## src/rtl/tone_period_meter.sv

```systemverilog
// tone_period_meter: measures the half-period of a square-wave tone input and reconstructs its divider.
// Defining TONE_METER_SWEEP_EN adds the sweep_dir trend of consecutive measurements.
module tone_period_meter #(
    parameter int CNT_W    = 16,
    parameter int MIN_HALF = 4
) (
    input  logic             clk,
    input  logic             rst_n,
    input  logic             speaker_in,
    output logic [CNT_W-1:0] half_period,
    output logic [CNT_W-1:0] divider,
    output logic             period_valid,
    output logic             silent,
    output logic [1:0]       sweep_dir
);
    typedef enum logic {IDLE, MEASURE} state_t;
    state_t state;
    logic s1, s2, s3, tone_edge;
    logic [1:0] fill;
    logic [CNT_W-1:0] count;
    logic accept, timeout;
    assign accept  = state == MEASURE && tone_edge && count >= CNT_W'(MIN_HALF);
    assign timeout = state == MEASURE && !accept && count == '1;
    // fill masks the bogus s2/s3 mismatch while the pipeline reloads after reset
    always_ff @(posedge clk) begin
        if (!rst_n) begin
            {s1, s2, s3, tone_edge} <= '0;
            fill <= '0;
        end else begin
            s1 <= speaker_in;
            s2 <= s1;
            s3 <= s2;
            fill <= fill + {1'b0, fill != 2'd3};
            tone_edge <= fill == 2'd3 && s2 != s3;
        end
    end
    always_ff @(posedge clk) begin
        if (!rst_n) begin
            state <= IDLE;
            count <= '0;
            half_period <= '0;
            divider <= '0;
            period_valid <= 1'b0;
            silent <= 1'b1;
        end else begin
            period_valid <= accept;
            if (accept) begin
                half_period <= count;
                divider <= count - 1'b1;
                count <= CNT_W'(1);
                silent <= 1'b0;
            end else if (timeout) begin
                state <= IDLE;
                count <= '0;
                silent <= 1'b1;
            end else if (state == IDLE && tone_edge) begin
                state <= MEASURE;
                count <= CNT_W'(1);
            end else if (state == MEASURE) begin
                count <= count + 1'b1;
            end
        end
    end
`ifdef TONE_METER_SWEEP_EN
    logic [CNT_W-1:0] prev;
    logic have_prev;
    always_ff @(posedge clk) begin
        if (!rst_n) begin
            prev <= '0;
            have_prev <= 1'b0;
            sweep_dir <= 2'b00;
        end else if (accept) begin
            prev <= count;
            have_prev <= 1'b1;
            if (have_prev) sweep_dir <= count > prev ? 2'b01 : count < prev ? 2'b10 : 2'b00;
        end else if (timeout) begin
            have_prev <= 1'b0;
            sweep_dir <= 2'b00;
        end
    end
`else
    assign sweep_dir = 2'b00;
`endif
endmodule

```

## config.mk

```make
export PLATFORM = sky130hd
export DESIGN_NAME = tone_period_meter
export DESIGN_NICKNAME = d
export VERILOG_FILES = /design/src/rtl/tone_period_meter.sv
export SDC_FILE = /design/constraint.sdc
export NUM_CORES = 1
export LEC_CHECK = 0
export CAP_MARGIN = 20
export CORE_ASPECT_RATIO = 1.75
export CORE_MARGIN = 4
export CORE_UTILIZATION = 40
export CTS_CLUSTER_SIZE = 28
export DETAILED_ROUTE_END_ITERATION = 16
export PLACE_DENSITY = 0.61
export REMOVE_ABC_BUFFERS = 1
export SLEW_MARGIN = 15
export SYNTH_ARGS = -nofsm -noshare
export SYNTH_HDL_FRONTEND = slang
export SYNTH_SLANG_ARGS = --single-unit
```

## constraint.sdc

```tcl
create_clock -name clk -period 1.95 [get_ports clk]
set_input_delay 0.195 -clock clk [delete_from_list [all_inputs] [get_ports clk]]
set_output_delay 0.195 -clock clk [all_outputs]
set_load 0.05 [all_outputs]
```

==> results of run 1 <==
critical path, delay by kind of cell, from the launching register on:
kind             cells  cell delay, ns
AO/OA/AOI/OAI        1            0.11
AND/OR/NAND/NOR      4            1.29
flip-flops           1            0.33
cells by family (layout without fill, tap and decap cells):
kind of cell | count (synthesis) | after routing | synth area share
multiplexers | 1 | 1 | 0.003968
flip-flops | 57 | 57 | 0.4524
AND/OR/NAND/NOR | 120 | 120 | 0.2361
AO/OA/AOI/OAI | 50 | 50 | 0.1438
adder cells (fa/ha/maj) | 3 | 3 | 0.01488
buffers and inverters | 30 | 79 | 0.05704
other | 1 | 2 | 0.001487
XOR/XNOR | 26 | 26 | 0.09028
per-layer routing:
layer | wire length [um] | vias to the layer above
met1 | 2078 | 951
met4 | 165 | 0
met3 | 221 | 13
li1 | - | 1040
met2 | 2944 | 31
met5 | 0 | -
synthesized netlist by cell type (3+ instances only):
cell / number / share of area
nand2b_1: 3 / 0.0074
nand3_1: 10 / 0.020
nor2_2: 10 / 0.025
inv_1: 4 / 0.0060
ha_1: 3 / 0.015
and3_1: 5 / 0.012
dfxtp_1: 57 / 0.45
xor2_1: 14 / 0.049
o211a_1: 8 / 0.032
clkbuf_1: 17 / 0.025
nor4_1: 4 / 0.0099
nor2_1: 17 / 0.025
and2_1: 4 / 0.0099
buf_2: 4 / 0.0079
nand2_1: 51 / 0.076
buf_4: 3 / 0.0089
o21ai_0: 11 / 0.022
a21oi_1: 9 / 0.018
a21boi_0: 17 / 0.051
nand4_1: 4 / 0.0099
xnor2_1: 12 / 0.042
cells in the final DEF, fill, tap and decap left out, types with 2 or more instances in the layout:
| cell | count |
|---|---|
| nor2_1 | 17 |
| buf_12 | 2 |
| o21ai_0 | 11 |
| nand2b_1 | 3 |
| and3_1 | 5 |
| clkdlybuf4s50_1 | 36 |
| nand3_1 | 10 |
| nor2_2 | 10 |
| nand3b_1 | 2 |
| a21boi_0 | 17 |
| clkbuf_8 | 11 |
| and2_1 | 4 |
| xnor2_1 | 12 |
| o21a_1 | 2 |
| buf_4 | 23 |
| xor2_1 | 14 |
| conb_1 | 2 |
| clkbuf_1 | 3 |
| nor4_1 | 4 |
| nor3_1 | 2 |
| dfxtp_1 | 57 |
| ha_1 | 3 |
| nand2_1 | 51 |
| o211a_1 | 8 |
| a21oi_1 | 9 |
| inv_1 | 4 |
| nand4_1 | 4 |
through the flow:
stage | cell area, um2 | utilization | setup WS (ns) | setup TNS, ns | power, mW
floorplan | 2397 | - | -0.2418 | -2.931 | 1.238
global placement | 3070 | 0.4968 | 0.1507 | 0 | 1.262
detailed placement | 3070 | 0.4968 | 0.07966 | 0 | 1.263
CTS | 3233 | 0.5231 | 0.06937 | 0 | 2.218
global route | 3233 | 0.5231 | 0.02652 | 0 | 2.266
finish | 3233 | 0.5231 | 0.1353 | 0 | 2.174
power by group through the flow:
stage | logic (mW) | clock network (mW) | registers, mW
2_1_floorplan | 0.0370 | 0 | 1.20
3_3_place_gp | 0.0604 | 0 | 1.20
3_5_place_dp | 0.0605 | 0 | 1.20
4_1_cts | 0.0606 | 0.981 | 1.18
5_1_grt | 0.0662 | 1.02 | 1.18
6_report | 0.0597 | 0.938 | 1.18
layout make-up:
class | count | area, um2 | share of cell area
Multi-Input combinational cell | 202 | 1241 | 0.3839
Sequential cell | 57 | 1141 | 0.3529
Timing Repair Buffer | 61 | 573.1 | 0.1772
Clock buffer | 14 | 162.7 | 0.05031
Tap cell | 80 | 100.1 | 0.03096
Inverter | 4 | 15.01 | 0.004644
sequential cells by signal, indices dropped and copies added (netlist names):
register and flops:
half_period 16, fill 2, tone_edge 1, period_valid 1, divider 16, s2 1
s3 1, s1 1, silent 1, state 1, count 16
worst paths after layout:
path,start,endpoint,slack [ns],depth (start not counted)
worst max register to register,count[3],count[2],0.14,5
worst min register to register,s1,s2,0.45,1
worst max-delay path,count[3],count[2],0.14,5
worst min-delay path,speaker_in,s1,0.44,2
timing repair:
item | CTS | global route
gates resized for setup | 0 | 0
buffers inserted | 0 | 0
endpoints found under the setup margin | 0 | 2
endpoints found under the hold margin | 0 | 0
==> flow_summary_export.csv, run 1 <==
group,metric,value,unit
clock_network,hold_buffers,0,
place,port_buffers,36,
timing,period_needed,1.815,ns
die,dieArea,7691,um2
route,first_pass_iters,4,
clock_network,cts_tree,"yes",
clock_network,root_buffer,"clkbuf_8",
power_and_ir_drop,sequentialPowerShare,0.541,
global_routing,grt-ovfl-total,0,
die,initial_core_util,0.4081,
logic_synthesis,synth-edff-count,0,
critical_path,required,2.22,ns
critical_path,worstPathArrival,2.09,ns
logic_synthesis,synth_cell_types,38,
critical_path,end_kind,"register",
flow_run,max_cap_violations,0,
die,ios,39,
global_routing,grt_pass1_wl,9128,um
timing,finalSetupViolations,0,
timing,timing.fmax,0.5510,GHz
global_routing,antenna_found_initial,0,
cells_and_area,nFillCells,603,
place,gp_congestion,0.8578,
logic_synthesis,yosysSeqAreaShare,0.4524,
power_and_ir_drop,ir_worst_vdd,0.5342,mV
min_path,hp-class,"in -> reg",
global_routing,use_met3,0.06256,
outcome,status,"finished, final reports clean",
global_routing,top_usage_layer,"met2",
timing,rsz0062_at_grt,"false",
die,rows,38,
power_and_ir_drop,p_per_area,672.5,nW/um2
critical_path,crit_type,"reg -> reg",
clock_network,clk_latency,0.34,ns
global_routing,grt_pass1_vias,1960,
timing,min_period_over_period,0.9306,
cells_and_area,num_antenna_cells,0,
logic_synthesis,synthesis.area,2522,um2
die,die_h,113.1,um
cells_and_area,drive_above_1_share,0.1568,
clock_network,clkTransAtPathRegs,0.06,ns
logic_synthesis,ys.flop_type,"dfxtp_1",
logic_synthesis,postSynthCellCount,288,
global_routing,grt_usage,0.1626,
power_and_ir_drop,power_switching,462.6,uW
clock_network,clock-sinks,57,
timing,worst_slew_pin_slew,0.5048,ns
clock_network,cts_buffers,9,
timing,hold_slack,0.4420,ns
place,dp_hpwl,3986,um
power_and_ir_drop,combPwrFrac,0.027,
global_routing,grt_max_degree,43,
power_and_ir_drop,switching_share,0.2128,
power_and_ir_drop,clkPwrFrac,0.431,
power_and_ir_drop,leakage,1.326,nW
cells_and_area,final_net_count,341,
timing,finalHoldViolCount,0,
route,drtAntennaViolNets,0,
critical_path,max_stage_delay,0.56,ns
logic_synthesis,ys_warn_count,0,
clock_network,htreeDepth,3,
route,avgRoutedWirePerCell,12.94,um
timing,fin_skew,0.005189,ns
logic_synthesis,ys_async_sr_fraction,0,
global_routing,met1_usage,0.1649,
critical_path,cp_cell_sequence,"or4_4 > nor2_4 > a31oi_4 > or3_4 > nor2_1",
route,drt_wl_total,5409,um
place,placed_cells,404,
critical_path,cp_slowest_cell,"or4_4",
cells_and_area,final_cells,418,
route,drt-initial-drc-count,75,
critical_path,start_kind,"register",
power_and_ir_drop,p_int,1.712,mW
global_routing,grt_util_met2,0.2732,
logic_synthesis,avgSynthCellArea,8.758,um2
timing,final_max_slew_viol_count,0,
critical_path,critical_path.max_fanout,12,
route,drc,0,
logic_synthesis,synth-seq-cells,57,
cells_and_area,area_delta_synth_final,28.17,%
route,vias,2035,
timing,slew_headroom,0.6624,
die,core,6181,um2
route,viasPerCell,4.868,
die,die_width,68.03,um
clock_network,clockBufferDepth,2,
Note: power is estimated with default switching activity, not from simulation.
==> run 2: changes to the inputs <==
Settings changed: PLACE_DENSITY 0.61 to 0.73.
==> run 2 against run 1 <==
  * Worst hold slack lost 0.0093 ns
  * Core utilization grew 0.34 points
  * Sequential power is essentially flat
  * Clock power grew 36%
  * Combinational power is essentially flat
  * Critical path depth is the same
  * Die area is the same
  * Wire length grew 0.65%
  * Non-clock buffer count shrank 4
  * Sequential share of layout area shrank 0.23 points
  * First-iteration DRC count shrank 2.7%
  * Via count grew 0.20%
==> flow_summary_export.csv, run 2 (synthesis gave the netlist of run 1 again) <==
group,metric,value,unit
timing,min_period_over_period,0.9503,
timing,timing.fmax,0.5396,GHz
global_routing,grt_pass1_vias,1936,
timing,timing.final.ws_setup,0.09685,ns
clock_network,clk_latency,0.33,ns
route,drt_wl_total,5444,um
clock_network,cts_buffers,9,
power_and_ir_drop,combPwrFrac,0.024,
place,port_buffers,36,
clock_network,post_cts_buffers,0,
route,drt-initial-drc-count,73,
clock_network,clkTransAtPathRegs,0.07,ns
cells_and_area,final_util,0.5265,
critical_path,critical_path.max_fanout,31,
timing,finalSetupViolations,0,
timing,final_max_slew_viol_count,0,
cells_and_area,layout_commonest_cell,"dfxtp_1",
timing,slew_headroom,0.6638,
route,avgRoutedWirePerCell,13.09,um
clock_network,hold_buffers,0,
critical_path,required,2.16,ns
die,ios,39,
global_routing,antenna_found_initial,0,
clock_network,root_buffer,"clkbuf_8",
global_routing,grt_max_degree,43,
outcome,status,"finished, final reports clean",
critical_path,start_kind,"register",
global_routing,grt_usage,0.1582,
critical_path,timing.rr.start,"count[8]",
cells_and_area,final_cell_mix,"dfxtp_1 (57), nand2_1 (51), clkdlybuf4s50_1 (36)",
critical_path,crit_start,"count[8]",
cells_and_area,drive_above_1_share,0.1607,
critical_path,end_kind,"register",
global_routing,grt-ovfl-total,0,
route,first_pass_iters,4,
route,vias,2039,
global_routing,grt_pass1_wl,9087,um
cells_and_area,reg_top3,"count: 16 flops, divider: 16 flops, half_period: 16 flops",
critical_path,crit_type,"reg -> reg",
die,initial_core_util,0.4081,
route,viasPerCell,4.901,
place,gp_congestion,0.8758,
cells_and_area,nFillCells,599,
clock_network,clockBufferDepth,2,
power_and_ir_drop,finalPower,2.520,mW
die,core,6181,um2
power_and_ir_drop,switching_share,0.1993,
die,dieArea,7691,um2
timing,worst_slew_pin_slew,0.5028,ns
timing,rsz0062_at_grt,"false",
route,drtAntennaViolNets,0,
flow_run,max_cap_violations,0,
cells_and_area,final_net_count,337,
min_path,holdCritStartpoint,"speaker_in",
power_and_ir_drop,ir_worst_vdd,0.5165,mV
place,dp_hpwl,3949,um
clock_network,cts_tree,"yes",
power_and_ir_drop,power_switching,502.2,uW
die,die_h,113.1,um
timing,period_needed,1.853,ns
timing,setup_tns,0,ns
cells_and_area,area_delta_synth_final,29.02,%
place,place_ws,0.1055,ns
clock_network,cts_resized,0,
power_and_ir_drop,clkPwrFrac,0.510,
cells_and_area,num_antenna_cells,0,
power_and_ir_drop,p_int,2.017,mW
clock_network,clock-sinks,57,
power_and_ir_drop,leakage,1.335,nW
route,drc,0,
power_and_ir_drop,sequentialPowerShare,0.467,
die,die_width,68.03,um
min_path,hp-class,"in -> reg",
timing,finalHoldViolCount,0,
clock_network,htreeDepth,3,
die,rows,38,
critical_path,worstPathArrival,2.07,ns
power_and_ir_drop,p_per_area,774.2,nW/um2
timing,fin_skew,0.008422,ns
==> run 2: power groups by stage <==
| stage | logic, mW | clock network [mW] | registers [mW] |
|---|---|---|---|
| floorplan | 0.0370 | 0 | 1.20 |
| global placement | 0.0592 | 0 | 1.20 |
| detailed placement | 0.0603 | 0 | 1.20 |
| CTS | 0.0605 | 1.32 | 1.18 |
| global route | 0.0653 | 1.37 | 1.18 |
| finish | 0.0596 | 1.28 | 1.18 |
==> run 2: area by class of cell <==
| cell class | instances | area (um2) | share of cell area |
|---|---|---|---|
| Multi-Input combinational cell | 202 | 1241 | 0.3814 |
| Clock buffer | 12 | 165.2 | 0.05075 |
| Tap cell | 80 | 100.1 | 0.03076 |
| Inverter | 4 | 15.01 | 0.004614 |
| Timing Repair Buffer | 57 | 518.0 | 0.1592 |
| Sequential cell | 57 | 1141 | 0.3506 |
| Clock inverter | 4 | 73.82 | 0.02268 |
==> run 2: stage by stage <==
| stage | hold WS, ns | area (um2) | cells |
|---|---|---|---|
| finish | 0.4327 | 3254 | 416 |
| global route | 0.4321 | 3254 | 416 |
| CTS | 0.4169 | 3254 | 416 |
| detailed placement | 0.4282 | 3015 | 400 |
| global placement | 0.4182 | 3015 | 400 |
| floorplan | 0.2569 | 2397 | 263 |
==> run 2: worst max-delay path, stage by stage, from the launching register on <==
cell     delay, ns
dfxtp_1       0.33
nor4_2        0.37
and3b_1       0.31
a31oi_4       0.11
buf_4         0.24
o311a_1       0.37
==> run 2: path summary, 6_finish.rpt <==
kind                    to  slack, ns  cells after the start
setup / recovery  count[0]        0.1                      5
hold / removal          s1       0.43                      2
setup reg to reg  count[0]        0.1                      5
hold reg to reg         s2       0.45                      1
==> run 2: metal layers <==
layer | vias up | global-route usage | wire length, um
met5 | - | 0 | 0
met4 | 0 | 0.09031 | 122
met2 | 37 | 0.2751 | 3019
met1 | 953 | 0.1642 | 2124
li1 | 1038 | - | -
met3 | 11 | 0.04071 | 177
